$ cat src/rtl/regfile_pkg.sv
// Shared constants and the queued writeback entry type for the integer register file slice.
package regfile_pkg;

    localparam int XLEN      = 32;
    localparam int REG_ID_W  = 5;
    localparam int REG_COUNT = 32;

    typedef struct packed {
        logic [REG_ID_W-1:0] rd;
        logic [XLEN-1:0]     data;
    } wb_entry_t;

endpackage

$ cat src/rtl/regfile_bypass_match.sv
// Scans the occupied queue slots from head towards tail and reports the youngest entry
// whose destination matches the requested operand id (x0 never matches).
module regfile_bypass_match
    import regfile_pkg::*;
#(
    parameter int DEPTH = 4,
    parameter int PTR_W = $clog2(DEPTH),
    parameter int CNT_W = $clog2(DEPTH) + 1
) (
    input  wb_entry_t [DEPTH-1:0] ents,
    input  logic [PTR_W-1:0]      head,
    input  logic [CNT_W-1:0]      occupied,
    input  logic [REG_ID_W-1:0]   lookup_id,
    output logic                  hit,
    output logic [XLEN-1:0]       data
);

    logic [PTR_W-1:0] idx_s;
    logic             match_s;

    // Later (younger) matches overwrite earlier ones, so the result is the entry nearest the tail.
    always_comb begin
        hit     = 1'b0;
        data    = {XLEN{1'b0}};
        idx_s   = {PTR_W{1'b0}};
        match_s = 1'b0;
        for (int i = 0; i < DEPTH; i++) begin
            idx_s   = head + PTR_W'(i);
            match_s = (CNT_W'(i) < occupied) &&
                      (ents[idx_s].rd == lookup_id) &&
                      (lookup_id != {REG_ID_W{1'b0}});
            hit     = hit | match_s;
            data    = match_s ? ents[idx_s].data : data;
        end
    end

endmodule

$ cat src/rtl/regfile_writeback_queue.sv
// FIFO of writeback results draining into the register file write port, one per cycle.
// Optional operand forwarding from queued entries is enabled by defining WB_BYPASS_EN.
module regfile_writeback_queue
    import regfile_pkg::*;
#(
    parameter int DEPTH    = 4,
    parameter int XLEN     = regfile_pkg::XLEN,
    parameter int REG_ID_W = regfile_pkg::REG_ID_W
) (
    input  logic                       clk,
    input  logic                       reset_n,
    input  logic                       in_valid,
    output logic                       in_ready,
    input  logic [REG_ID_W-1:0]        in_rd,
    input  logic [XLEN-1:0]            in_data,
    input  logic                       drain_hold,
    output logic                       rf_write_en,
    output logic [REG_ID_W-1:0]        rf_write_id,
    output logic [XLEN-1:0]            rf_write_data,
    input  logic [REG_ID_W-1:0]        lookup1_id,
    input  logic [REG_ID_W-1:0]        lookup2_id,
    output logic                       lookup1_hit,
    output logic [XLEN-1:0]            lookup1_data,
    output logic                       lookup2_hit,
    output logic [XLEN-1:0]            lookup2_data,
    output logic [$clog2(DEPTH):0]     count
);

    localparam int PTR_W = $clog2(DEPTH);
    localparam int CNT_W = PTR_W + 1;

    logic [PTR_W-1:0]       rd_ptr_q, rd_ptr_d;
    logic [PTR_W-1:0]       wr_ptr_q, wr_ptr_d;
    logic [CNT_W-1:0]       count_q, count_d;
    wb_entry_t [DEPTH-1:0]  mem_q, mem_d;

    logic empty_s;
    logic full_s;
    logic pop_s;
    logic push_s;

    // Handshake, pointer and occupancy next-state; x0 results complete the handshake but are dropped.
    always_comb begin
        empty_s  = (count_q == CNT_W'(0));
        full_s   = (count_q == CNT_W'(DEPTH));
        pop_s    = !empty_s && !drain_hold;
        in_ready = !full_s || pop_s;
        push_s   = in_valid && in_ready && (in_rd != {REG_ID_W{1'b0}});

        mem_d    = mem_q;
        wr_ptr_d = wr_ptr_q;
        rd_ptr_d = rd_ptr_q;
        count_d  = count_q;

        if (push_s) begin
            mem_d[wr_ptr_q].rd   = in_rd;
            mem_d[wr_ptr_q].data = in_data;
            wr_ptr_d             = wr_ptr_q + PTR_W'(1);
        end else begin
            wr_ptr_d = wr_ptr_q;
        end

        if (pop_s) begin
            rd_ptr_d = rd_ptr_q + PTR_W'(1);
        end else begin
            rd_ptr_d = rd_ptr_q;
        end

        case ({push_s, pop_s})
            2'b10:   count_d = count_q + CNT_W'(1);
            2'b01:   count_d = count_q - CNT_W'(1);
            default: count_d = count_q;
        endcase
    end

    // Head entry presented straight to the write port; zeros whenever no write occurs.
    always_comb begin
        rf_write_en = pop_s;
        if (pop_s) begin
            rf_write_id   = mem_q[rd_ptr_q].rd;
            rf_write_data = mem_q[rd_ptr_q].data;
        end else begin
            rf_write_id   = {REG_ID_W{1'b0}};
            rf_write_data = {XLEN{1'b0}};
        end
    end

    // Control state with synchronous active-low reset.
    always_ff @(posedge clk) begin
        if (!reset_n) begin
            rd_ptr_q <= {PTR_W{1'b0}};
            wr_ptr_q <= {PTR_W{1'b0}};
            count_q  <= {CNT_W{1'b0}};
        end else begin
            rd_ptr_q <= rd_ptr_d;
            wr_ptr_q <= wr_ptr_d;
            count_q  <= count_d;
        end
    end

    // Entry storage is deliberately left uncleared; occupancy alone qualifies it.
    always_ff @(posedge clk) begin
        mem_q <= mem_d;
    end

    assign count = count_q;

`ifdef WB_BYPASS_EN
    regfile_bypass_match #(
        .DEPTH (DEPTH)
    ) u_match1 (
        .ents      (mem_q),
        .head      (rd_ptr_q),
        .occupied  (count_q),
        .lookup_id (lookup1_id),
        .hit       (lookup1_hit),
        .data      (lookup1_data)
    );

    regfile_bypass_match #(
        .DEPTH (DEPTH)
    ) u_match2 (
        .ents      (mem_q),
        .head      (rd_ptr_q),
        .occupied  (count_q),
        .lookup_id (lookup2_id),
        .hit       (lookup2_hit),
        .data      (lookup2_data)
    );
`else
    logic unused_lookup_s;
    assign unused_lookup_s = ^{lookup1_id, lookup2_id};
    assign lookup1_hit     = 1'b0;
    assign lookup1_data    = {XLEN{1'b0}};
    assign lookup2_hit     = 1'b0;
    assign lookup2_data    = {XLEN{1'b0}};
`endif

endmodule

$ cat config.mk
export PLATFORM = sky130hd
export DESIGN_NAME = regfile_writeback_queue
export DESIGN_NICKNAME = d
export VERILOG_FILES = /design/src/rtl/regfile_pkg.sv /design/src/rtl/regfile_bypass_match.sv /design/src/rtl/regfile_writeback_queue.sv
export SDC_FILE = /design/constraint.sdc
export NUM_CORES = 1
export LEC_CHECK = 0
export ABC_AREA = 1
export CORE_MARGIN = 8
export CORE_UTILIZATION = 35
export CTS_BUF_LIST = sky130_fd_sc_hd__clkbuf_4 sky130_fd_sc_hd__clkbuf_8 sky130_fd_sc_hd__clkbuf_16
export CTS_CLUSTER_DIAMETER = 200
export CTS_CLUSTER_SIZE = 20
export DETAILED_ROUTE_END_ITERATION = 6
export GPL_TIMING_DRIVEN = 1
export PLACE_DENSITY = 0.58
export SLEW_MARGIN = 15
export SYNTH_ARGS = -nofsm -noshare
export SYNTH_HDL_FRONTEND = slang
export SYNTH_SLANG_ARGS = --single-unit
$ cat constraint.sdc
create_clock -name clk -period 9.65 [get_ports clk]
set_clock_uncertainty 0.15 [all_clocks]
set_input_delay 1.93 -clock clk [delete_from_list [all_inputs] [get_ports clk]]
set_output_delay 1.93 -clock clk [all_outputs]
set_load 0.01 [all_outputs]
==> impl_metrics.yaml, run 1 <==
outcome:
  status: "finished clean"
timing:
  fin_crit_sh_pct: 64.20
  final.setup.tns_ps: 0
  tightest_slew_ps: 1080
  maxSlewViolCount: 0
  rsz0062_at_grt: "no"
  max_freq_ghz: 0.1614
  setup_viol: 0
  relSlewSlack_pct: 27.75
  period_needed_ps: 6195
  finalHoldViolations: 0
finish:
  syn2layout_area_growth_pct: 18.42
  nets: 966
  drive_gt1_share_pct: 5.531
  num_antenna_cells: 0
  stdcell_area_um2: 9115
hold_path:
  hold_class: "reg2reg"
placed_design:
  place.port_buffers: 82
  place_area_um2: 8493
  gpl.final_weighted_congestion: 0.6943
  dp.final_hpwl_mm: 10.29
clock_network:
  numClockSinks: 155
  root_buffer: "clkbuf_16"
  cts-buffers-inserted: 17
  path_clk_slew_ps: 60
  cts_max_level: 4
  post_cts_resized: 0
  cts_hold_buf: 0
  cts_setup_buffers: 0
  clk_latency_ps: 430
  cts_tree: "built"
  clockBufferDepth: 2
die:
  die-area_um2: 26990
  start_util_pct: 35.49
  rows: 54
  core_um2: 21690
  die_w_um: 164.3
  die_h_um: 164.3
  num_io_pins: 159
detailed_routing:
  drtIter0Drc: 299
  vias: 5283
  highest_layer: "met4"
  met1Wirelength_mm: 7.876
  dr.pass1.iters: 4
  ant_nets: 0
  drc: 0
  routed_via_density: 4.395
  post_drt_wl_per_cell_um: 15.12
  wl_met2_mm: 9.007
  wl_mm: 18.17
  routed-wl-met3_mm: 1.104
synth:
  ys.flop_type: "edfxtp_1"
  yosys-top-cells-area: "edfxtp_1 58%, nor2_1 7.9%, inv_1 7.2%, buf_4 6.7%, nand2_1 6.7%"
  synthArstFlopShare_pct: 0
  syn_area_um2: 7697
  netlist_instances: 847
  synthMostInstantiatedCell: "nor2_1"
  synth_top_area_cell: "edfxtp_1"
  synth.distinct_cells: 20
  yosysWarningCount: 0
  synth_top_area_share_pct: 57.74
  synth_edf_count: 148
  ys_seq_elements: 155
  seq_area_frac_synth_pct: 59.56
  synthTopCellsByCount: "162 x nor2_1, 148 x edfxtp_1, 148 x inv_1"
  avgSynthCellArea_um2: 9.088
worst_setup_path:
  crit_slowest_cell: "clkdlybuf4s50_1"
  cp.required_ps: 7570
  path_max_fanout: 41
  cp_cell_sequence: "clkdlybuf4s50_1, inv_1, nand2_2, a21oi_1, clkdlybuf4s50_1"
  crit_buf_inv: 3
  crit_family: "buffers and inverters"
  arrival_ps: 4110
  cp-start-kind: "input pin"
  slowest_delay_ps: 610
  cp_common_cell: "clkdlybuf4s50_1"
  criticalPathCategory: "in2out"
  endpoint_kind: "primary output"
power:
  p_total_uw: 2066
  p_per_area_nw_per_um2: 226.7
  ir_drop_uv: 158.3
  leakagePower_uw: 0.004239
flow_run:
  cap_violations: 0
grt:
  grt_max_degree: 76
  grt_antenna_before_repair: 0
  grt_pass1_vias: 5051
  grt_pass1_wl_mm: 27.41
  gr-usage-all-layers_pct: 13.53
  overflow: 0
## per-stage QoR
stage | worst slack (ps) | hold WS [ps] | utilization [%] | cells
6_report | 3455 | 363.1 | 42.03 | 1202
5_1_grt | 3324 | 397.8 | 42.03 | 1202
4_1_cts | 3405 | 366.8 | 42.03 | 1202
3_5_place_dp | 3405 | 354.3 | 39.16 | 1170
3_3_place_gp | 3405 | 346.7 | 39.16 | 1170
2_1_floorplan | 5022 | 347.5 | - | 912
## path summary, 6_finish.rpt
kind          startpoint  slack [ps]  cells past startpoint               end
min             count[2]         360                      2          count[2]
max reg2reg  wr_ptr_q[0]        6730                      5          mem_q[0]
min reg2reg     count[2]         360                      2          count[2]
max           drain_hold        3460                      5  rf_write_data[1]
## registers in the layout (all words and copies together), names as in the netlist
| register | count |
|---|---|
| mem_q | 148 |
| count | 3 |
| wr_ptr_q | 2 |
| rd_ptr_q | 2 |
## cell usage in the layout (no fill, tap or decap)
cell             instances
clkdlybuf4s50_1         82
nand2_1                137
a21oi_1                 42
inv_6                    2
clkinvlp_4               4
nand4_1                  2
inv_2                    2
nor2_1                 158
clkinv_4                 1
nand2_2                  1
buf_4                    6
nand3_1                  2
bufinv_16                4
o21ai_0                 34
inv_1                  148
o21ai_1                 45
fa_1                     1
nor2_4                   4
clkbuf_16               17
edfxtp_1               148
conb_1                  66
dfxtp_1                  5
clkinv_2                 4
dfxtp_2                  2
ha_2                     4
ha_1                     1
## kinds of logic (layout without fill, tap and decap cells)
family,count (synthesis),count (layout),synth area share (%)
AO/OA/AOI/OAI,121,121,7.867
buffers and inverters,260,270,16.53
AND/OR/NAND/NOR,304,304,14.92
flip-flops,155,155,59.56
adder cells (fa/ha/maj),6,6,1.073
other,1,66,0.04872
## worst min-delay path, cell delays in order, from the launching register on
cell and delay [ps]:
dfxtp_1 320, inv_1 80, a21oi_1 60
## power by group
| part | switching, uW | internal, uW |
|---|---|---|
| clock network | 274 | 432 |
| registers | 25.0 | 798 |
| logic | 335 | 202 |
## area by class of cell
type                            instances  area (um^2)
Clock inverter                         15        196.4
Multi-Input combinational cell        497         2127
Sequential cell                       155         4587
Tap cell                              280        350.3
Fill cell                            2119        12570
Inverter                              150        563.0
Clock buffer                           17        425.4
Timing Repair Buffer                   88        865.8
## layer usage
metal / vias to the layer above / track usage [%]
met2: 145 / 23.34
li1: 2640 / -
met3: 13 / 3.108
met1: 2485 / 16.45
met5: - / 0
met4: 0 / 4.256
Power figures use the tool's default switching activity.
==> run 2: changes to the inputs <==
==> constraint.sdc (replaced) <==
create_clock -name clk -period 5.7 [get_ports clk]
set_clock_uncertainty 0.15 [all_clocks]
set_input_delay 1.14 -clock clk [delete_from_list [all_inputs] [get_ports clk]]
set_output_delay 1.14 -clock clk [all_outputs]
set_load 0.01 [all_outputs]
==> impl_metrics.yaml, run 2 (same netlist as run 1, synthesis figures left out) <==
outcome:
  status: "finished clean"
clock_network:
  cts_hold_buf: 0
  cts_max_level: 4
  numClockSinks: 155
  root_buffer: "clkbuf_16"
  cts_tree: "built"
  path_clk_slew_ps: 60
  clockBufferDepth: 2
  clk_latency_ps: 420
  cts_setup_buffers: 0
  post_cts_resized: 0
  cts-buffers-inserted: 17
finish:
  final_cell_mix: "158 x nor2_1, 148 x inv_1, 148 x edfxtp_1"
  syn2layout_area_growth_pct: 17.95
  fillers: 2145
  multi_input_area_um2: 2127
  largest_reg_flops: 148
  regMostFlops: "mem_q"
  seq_area_um2: 4587
  final_common_cell: "nor2_1"
  drive_gt1_share_pct: 5.519
  num_antenna_cells: 0
  nets: 968
timing:
  maxSlewViolCount: 0
  setup_viol: 0
  relSlewSlack_pct: 29.31
  final.setup.tns_ps: 0
  rsz0062_at_grt: "no"
  period_needed_ps: 4593
  tightest_slew_ps: 1057
  fin_crit_sh_pct: 80.57
  finalHoldViolations: 0
  max_freq_ghz: 0.2177
worst_setup_path:
  endpoint_kind: "primary output"
  cp-start-kind: "input pin"
  cp-startpoint: "drain_hold"
  slowest_delay_ps: 610
  ff2ff_setup_slack_ps: 2700
  arrival_ps: 3300
  cp_cell_sequence: "clkdlybuf4s50_1, inv_1, nand2_2, a21oi_1, clkdlybuf4s50_1"
  cp.required_ps: 4410
  crit_slowest_cell: "clkdlybuf4s50_1"
  criticalPathCategory: "in2out"
  cp_common_cell: "clkdlybuf4s50_1"
  path_max_fanout: 41
  r2r_start: "wr_ptr_q[0]"
grt:
  grt_antenna_before_repair: 0
  grt_pass1_wl_mm: 27.77
  grt_max_degree: 65
  grt_use_met1_pct: 17.04
  overflow: 0
  use_met2_pct: 23.29
  grt.busiest_layer: "met2"
  use_met3_pct: 3.133
  grt_pass1_vias: 5056
  gr-usage-all-layers_pct: 13.73
detailed_routing:
  drtIter0Drc: 392
  post_drt_wl_per_cell_um: 15.25
  routed_via_density: 4.439
  vias: 5345
  wl_mm: 18.36
  drc: 0
  ant_nets: 0
  dr.pass1.iters: 5
flow_run:
  cap_violations: 0
placed_design:
  gpl.final_weighted_congestion: 0.6878
  place.port_buffers: 82
  dp.final_hpwl_mm: 10.46
power:
  p_per_area_nw_per_um2: 375.6
  p_total_uw: 3410
  ir_drop_uv: 251.4
  leakagePower_uw: 0.004230
die:
  rows: 54
  die_w_um: 164.3
  die-area_um2: 26990
  start_util_pct: 35.49
  die_h_um: 164.3
  num_io_pins: 159
  core_um2: 21690
hold_path:
  hp-start: "count[2]"
  hold_class: "reg2reg"
-- run 2: changes by cell type in the layout (fill, tap and decap cells not counted), sizes merged --
cell      previous run  this run
bufinv               4         2
clkinvlp             4         3
buf                  6         8
clkbuf              17        20
-- run 2: final timing paths --
kind | endpoint | cells past startpoint
worst max-delay path | rf_write_data[14] | 5
worst min-delay path | count[2] | 2
worst max register to register | mem_q[66] | 4
worst min register to register | count[2] | 2
-- run 2: final cells by class --
cell class | instances | area share [%]
sequential | 155 | 50.52
multi-input combinational | 497 | 23.43
timing repair buffer | 90 | 9.702
inverter | 150 | 6.202
clock buffer | 20 | 4.934
tap | 280 | 3.859
clock inverter | 12 | 1.351
-- run 2: power breakdown --
part	internal (uW)	total, uW	switching [uW]
Combinational	345	920	575
Sequential	1350	1390	40.9
Clock	656	1100	443
-- run 2: metrics by stage --
step / worst slack (ps) / hold slack [ps] / instances / utilization [%] / cell area, um^2
4_1_cts: 1051 / 365.3 / 1204 / 41.86 / 9079
5_1_grt: 930.6 / 415.7 / 1204 / 41.86 / 9079
3_5_place_dp: 1049 / 351.4 / 1172 / 39.23 / 8508
3_3_place_gp: 1043 / 346.2 / 1172 / 39.23 / 8508
6_report: 1107 / 358.1 / 1204 / 41.86 / 9079
2_1_floorplan: 1862 / 347.5 / 912 / - / 7941
-- run 2: per-layer routing --
metal	wire (um)	up-vias	part of all wire [%]
met5	0	-	0
met4	230	0	1.3
met2	8901	153	48
met1	8035	2524	44
met3	1197	18	6.5
li1	-	2650	-
-- run 2: worst max-delay path: cells and delay by family --
family / cells / cell delay (ps)
simple gates: 1 / 580
buf+inv: 3 / 1090
compound gates: 1 / 480
